--- config.mk ---
export PLATFORM = sky130hd
export DESIGN_NAME = mux_nw_pipe
export DESIGN_NICKNAME = d
export VERILOG_FILES = /design/src/rtl/mux_nw_pipe.sv
export SDC_FILE = /design/constraint.sdc
export NUM_CORES = 1
export LEC_CHECK = 0
export CAP_MARGIN = 0
export CORE_MARGIN = 1.5
export CORE_UTILIZATION = 30
export DETAILED_ROUTE_END_ITERATION = 10
export PLACE_DENSITY_LB_ADDON = 0.3
export SLEW_MARGIN = 5
export SYNTH_ARGS = -nofsm -noshare
export SYNTH_HDL_FRONTEND = slang
export SYNTH_SLANG_ARGS = --single-unit
--- constraint.sdc ---
create_clock -name Clock -period 1.24 [get_ports Clock]
set_input_delay 0.124 -clock Clock [delete_from_list [all_inputs] [get_ports Clock]]
set_output_delay 0.124 -clock Clock [all_outputs]
set_load 0.1 [all_outputs]
--- src/rtl/mux_nw_pipe.sv ---
// N-input channel mux with a one-stage registered output; external select (MODE=0) or round-robin (MODE=1).
// Optional skid register under `MUX_NW_PIPE_SKID_EN` (registered ready, 2-word capacity).
module mux_nw_pipe #(
  parameter int WIDTH  = 24,
  parameter int NUM_IN = 4,
  parameter int MODE   = 0,
  localparam int SEL_W = (NUM_IN > 1) ? $clog2(NUM_IN) : 1
) (
  input  logic                    Clock,
  input  logic                    Reset,
  input  logic [NUM_IN*WIDTH-1:0] InData,
  input  logic [NUM_IN-1:0]       InValid,
  output logic [NUM_IN-1:0]       InReady,
  input  logic [SEL_W-1:0]        Sel,
  output logic [WIDTH-1:0]        OutData,
  output logic [SEL_W-1:0]        OutChan,
  output logic                    OutValid,
  input  logic                    OutReady
);

  logic [WIDTH-1:0] r_out_dat;
  logic [SEL_W-1:0] r_out_chan;
  logic             r_out_vld;
  logic [SEL_W-1:0] r_last;

  logic             w_gnt_vld;
  logic [SEL_W-1:0] w_gnt_idx;
  logic             w_accept;
  logic             w_load;
  logic [WIDTH-1:0] w_in_dat;
  int               w_c;

  // Round-robin scans downward in distance so the nearest channel after r_last is written last and wins.
  always_comb begin
    w_gnt_vld = 1'b0;
    w_gnt_idx = '0;
    w_c       = 0;
    if (MODE == 0) begin
      for (int i = 0; i < NUM_IN; i++) begin
        if ((int'(Sel) == i) && InValid[i]) begin
          w_gnt_vld = 1'b1;
          w_gnt_idx = SEL_W'(i);
        end
      end
    end else begin
      for (int k = NUM_IN; k >= 1; k--) begin
        w_c = (int'(r_last) + k) % NUM_IN;
        if (InValid[w_c]) begin
          w_gnt_vld = 1'b1;
          w_gnt_idx = SEL_W'(w_c);
        end
      end
    end
  end

`ifdef MUX_NW_PIPE_SKID_EN
  logic [WIDTH-1:0] r_skid_dat;
  logic [SEL_W-1:0] r_skid_chan;
  logic             r_skid_vld;

  assign w_accept = Reset && !r_skid_vld;
`else
  assign w_accept = Reset && (!r_out_vld || OutReady);
`endif

  assign w_load   = w_gnt_vld && w_accept;
  assign w_in_dat = InData[int'(w_gnt_idx)*WIDTH +: WIDTH];

  always_comb begin
    InReady = '0;
    if (w_load) InReady[w_gnt_idx] = 1'b1;
  end

  always_ff @(posedge Clock) begin
    if (!Reset) begin
      r_out_dat  <= '0;
      r_out_chan <= '0;
      r_out_vld  <= 1'b0;
      r_last     <= SEL_W'(NUM_IN - 1);
`ifdef MUX_NW_PIPE_SKID_EN
      r_skid_dat  <= '0;
      r_skid_chan <= '0;
      r_skid_vld  <= 1'b0;
`endif
    end else begin
      if (MODE == 1 && w_load) r_last <= w_gnt_idx;
`ifdef MUX_NW_PIPE_SKID_EN
      // Skid full blocks loads, so it only ever drains into the main register.
      if (r_skid_vld) begin
        if (OutReady) begin
          r_out_dat  <= r_skid_dat;
          r_out_chan <= r_skid_chan;
          r_out_vld  <= 1'b1;
          r_skid_vld <= 1'b0;
        end
      end else if (w_load) begin
        if (!r_out_vld || OutReady) begin
          r_out_dat  <= w_in_dat;
          r_out_chan <= w_gnt_idx;
          r_out_vld  <= 1'b1;
        end else begin
          r_skid_dat  <= w_in_dat;
          r_skid_chan <= w_gnt_idx;
          r_skid_vld  <= 1'b1;
        end
      end else if (r_out_vld && OutReady) begin
        r_out_vld <= 1'b0;
      end
`else
      if (w_load) begin
        r_out_dat  <= w_in_dat;
        r_out_chan <= w_gnt_idx;
        r_out_vld  <= 1'b1;
      end else if (r_out_vld && OutReady) begin
        r_out_vld <= 1'b0;
      end
`endif
    end
  end

  assign OutData  = r_out_dat;
  assign OutChan  = r_out_chan;
  assign OutValid = r_out_vld;

endmodule

; ---- Word-level counts from Yosys, hierarchy flattened
; Index checks and enable logic that the tools add are counted.
; W data, S select, Z words.
[op_classes]
n_eq_ne = 3
n_mul = 1
reduce_logical = 12
shifts = 1
mux = 12
n_lt_le_gt_ge = 2
[ops]
columns = op, n
row1 = $shiftx A96 B8 Y24, 1
row2 = $logic_and A1 B1 Y1, 8
row3 = $mux W1, 8
row4 = $eq A2 B2 Y1 const B, 2
row5 = $mul A2 B2 Y4 const B, 1
row6 = $mux W2, 2
row7 = $mux W4, 1
row8 = $lt A2 B3 Y1 const B, 1
row9 = $demux W1 S2, 1
row10 = $eq A2 B1 Y1 const B, 1
row11 = $ge A2 B1 Y1 const B, 1
row12 = $logic_not A2 Y1, 1
row13 = $reduce_bool A2 Y1, 1
row14 = $logic_not A1 Y1, 1
row15 = $logic_or A1 B1 Y1, 1
[totals]
regBits = 27
inputBits = 105
word_cells = 34
out_inout_bits = 31

; ---- Longest topological paths before layout
; Gate-level depths: netlist of the first run.
[depth]
ltp_word = 10
mapped_depth = 7

; ---- Least setup slack after synthesis of the first run
; No wires, ideal clock.
[synth_path]
path_kind = register -> output
start = register r_out_vld, in the netlist OutValid
end = output InReady[0]
t_required_ns = 1.116
t_arrival_ns = 2.548
stages_incl_launch_ff = 5
setup_slack_ns = -1.432
cell_sequence = dfxtp_1 -> nand2b_1 -> nand3_1 -> buf_2 -> nor2_1
[synth_via]
elab_chain_cells = 5
[synth_lines]
columns = element, line_no
row1 = from (decl), 23  ; logic r_out_vld;
row2 = from (signal assigned), 78  ; r_out_vld <= 1'b0;
row3 = from (signal assigned), 113  ; r_out_vld <= 1'b1;
row4 = from (signal assigned), 115  ; r_out_vld <= 1'b0;
row5 = $logic_not A1 Y1, 63  ; assign w_accept = Reset && (!r_out_vld || OutReady);
row6 = $logic_or A1 B1 Y1, 63
row7 = $logic_and A1 B1 Y1, 63
row8 = $logic_and A1 B1 Y1, 66  ; assign w_load = w_gnt_vld && w_accept;
row9 = $mux W4, 71  ; if (w_load) InReady[w_gnt_idx] = 1'b1;
row10 = to (decl), 13  ; output logic [NUM_IN-1:0] InReady,
; No other way between the ends.

; ---- Worst setup path in the final report of the first run
[layout_path]
start = input Sel[1]
end = output InReady[2]
[layout_via]
elab_chain_cells = 10
word_cells_on_any_way = 22
classes_between = 2 x order compare / 3 x eq/ne / 10 x mux / 7 x reduce/logical
[layout_lines]
columns = element, line_no
row1 = from (decl), 14  ; input logic [SEL_W-1:0] Sel,
row2 = $eq A2 B2 Y1, 40  ; if ((int'(Sel) == i) && InValid[i]) begin
row3 = $logic_and A1 B1 Y1, 40
row4 = $mux W1, 40
row5 = $mux W2 (2 in series), 40
row6 = $lt A2 B3 Y1 (not written as such) or $ge A2 B1 Y1 (tied branches), 71
row7 = $logic_and A1 B1 Y1 (not written as such), 71
row8 = $mux W1 (not written as such), 71
row9 = $demux W1 S2, 71
row10 = $mux W4 (*), 71
; Every way passes the cells marked *; elsewhere a longest branch is shown, timed or not.

==> results of run 1 <==
-- per-layer routing --
layer	GRT usage (%)	up-vias	share of wire, %
li1	-	1116	-
met1	25.14	1037	40
met2	40.43	101	53
met3	2.442	8	6.1
met4	5.714	0	1.3
met5	0	-	0
-- logic make-up after synthesis --
family,after synthesis,share of synthesized area [%]
mux,9,6.559
flops,27,31.84
compound gates,90,36.26
buf+inv,21,6.927
simple gates,67,18.42
-- cell usage after synthesis --
cell type	instances	share of area (%)
o21ai_2	1	0.52
mux2_2	7	4.6
o21ai_1	17	5.0
a21oi_1	6	1.8
buf_1	2	0.44
or2_1	1	0.37
o31ai_2	8	5.9
clkbuf_1	2	0.44
nand3b_1	1	0.44
o21ai_0	2	0.59
mux4_2	1	1.3
dfxtp_1	27	32
buf_6	2	1.3
buf_2	7	2.1
inv_1	4	0.88
nand2_1	9	2.0
nand2b_4	1	0.81
nand3_1	21	6.2
buf_4	4	1.8
nand2b_1	1	0.37
nor2_1	29	6.4
o22ai_1	24	8.8
o21a_1	7	3.1
o31ai_1	10	4.4
a31oi_1	7	2.6
and3_1	1	0.37
nor2b_1	1	0.37
a22oi_1	6	2.7
a21boi_0	2	0.88
mux2i_1	1	0.59
and3_4	1	0.66
nor3b_1	1	0.44
-- what timing repair did --
item                       CTS  global route
cloned                       0             1
setup endpoints to repair   30            29
gates resized for setup     28             5
pin swaps                    4             3
setup buffers                6             3
-- layout make-up --
class	count	area [um^2]	share of cell area, %
Clock buffer	4	45.04	1.194
Sequential cell	27	576.8	15.30
Timing Repair Buffer	165	1936	51.33
Inverter	4	15.01	0.3981
Multi-Input combinational cell	167	1109	29.40
Tap cell	72	90.09	2.389
-- per-stage QoR --
step | utilization (%) | hold WS, ns | area, um^2
global route | 68.91 | 0.3463 | 3771
finish | 68.91 | 0.3269 | 3771
detailed placement | 66.76 | 0.4768 | 3654
CTS | 68.22 | 0.3758 | 3734
global placement | 66.76 | 0.4714 | 3654
floorplan | - | 0.3159 | 1815
-- sequential cells by signal, summed over array words and instances (netlist names) --
register and flops:
OutData 24, OutChan 2, OutValid 1
-- critical path: stages --
cell	delay, ns
buf_2	0.11
mux4_2	0.56
nand3_4	0.13
buf_12	0.14
nor2_4	0.04
buf_12	0.16
-- worst min path at each step --
| stage | end | slack (ns) |
|---|---|---|
| 2_1_floorplan | OutData[18]$_SDFFE_PN0P_ | 0.32 |
| 3_3_place_gp | OutChan[0]$_SDFFE_PN0P_ | 0.47 |
| 3_5_place_dp | OutData[0]$_SDFFE_PN0P_ | 0.48 |
| 4_1_cts | OutChan[1]$_SDFFE_PN0P_ | 0.38 |
| 5_1_grt | OutChan[0]$_SDFFE_PN0P_ | 0.35 |
| 6_report | OutChan[0]$_SDFFE_PN0P_ | 0.33 |
-- report_power, final --
part	switching (mW)	leakage, nW	internal, mW
Combinational	1.18	1.22	0.949
Sequential	0.112	0.233	0.998
Clock	0.271	0.0228	0.230
==> metrics.txt, run 1 <==
grt total ovfl=0; max-slew violations=0; final setup violating endpoints=15; LEAKAGE=1.477 nW; Worst Path Required=1.12 ns; initial antenna violation count=0; status=finished with violations; worst r2r src=OutValid$_SDFFE_PN0P_; worst hold-check path type=in2reg; largest net degree at the start of global routing=32; Routed WL per cell=14.89 um; FF+latch count, synth=27; worst-path fanout max=7; share of cells above drive strength 1=34.33%; Yosys warning total=0; Place WS=-0.6075 ns; later-pin clock latency in the skew report=0.27 ns; Filler cells=450; cells on worst reg2reg path=6; Pwr Total=3.743 mW; maxcap violations=0; number of global-route vias before repair=2253; first-pass detailed-route iteration total=6; Post-Syn Instances=214; CTS Hold Bufs=0; post-route ant nets=0; CTS tree=done; fin crit share=111.5%; syn nets=319; Longest Clk Path Bufs=2; Core ar.=0.005473 mm^2; Max Clk Rate=723.1 MHz; Post-route DRC=0; Max rail drop VDD=0.0006225 V; width of the die=78.23 um; routed vias/inst=5.153; die area=0.006120 mm^2; clk root buf=clkbuf_8; sequential fraction of the synthesis area=31.83%; GPL Wtd Cong=0.9013; Layout Cells excl Fill=439; FF-to-FF End=OutData[13]$_SDFFE_PN0P_; register-to-register setup slack=-0.05 ns; clock-pin slew on the worst setup and hold paths=0.09 ns; worst setup path end=InReady[2]; # rows=27; PwrDens=992.6 mW/mm^2; cts bufs inserted=3; failing checks=negative setup slack; Cells after DPL=425; Worst Hold Launch=Sel[0]; Critical Path Start Type=input port; commonest non-fill, non-tap cell in the layout=clkdlybuf4s50_1; relative slew slack=72.40%; Fin Clk Skew=0.003181 ns; Netlist cell types=32; Starting Density=31.02%; CP Launch Point=Sel[1]; nature of the critical path endpoint=output port; Die Y=78.23 um; synthesized area=0.001698 mm^2; fin nets=473; Post-DP HPWL=5003 um; Worst EP arrival=1.26 ns; Layout area overhead=122.1%; Hold Path Stages=4; final hold violations=0; RSZ-0062 raised after global routing=yes; Setup TNS Final=-1.055 ns; most frequent cells in the layout=clkdlybuf4s50_1 (96), buf_12 (36), dfxtp_2 (26); Mapped Avg Cell Area=7.934 um^2; Final min period=1.383 ns; CTS sink count=27; Setup CP Type=in2out; # port buffers=135; Total GRT Usage=21.34%; initial drt markers=74; final WL=6536 um; Antenna diodes=0; setup slack after layout=-0.1429 ns; # IOs=136; first-pass GRT wire length=10560 um; H-tree depth=1; slew at the pin closest to its max-slew limit=0.4131 ns; Via Count=2262
(Power assumes the default switching activity.)
==> inputs of run 2 (changes only) <==
--- a/config.mk
+++ b/config.mk
@@ -9,6 +9,7 @@
 export CORE_MARGIN = 1.5
 export CORE_UTILIZATION = 30
 export DETAILED_ROUTE_END_ITERATION = 10
+export HOLD_SLACK_MARGIN = 0.06
 export PLACE_DENSITY_LB_ADDON = 0.3
 export SLEW_MARGIN = 5
 export SYNTH_ARGS = -nofsm -noshare
==> results of run 2 <==
No change in the layout: final DEF, timing and power equal those of run 1.
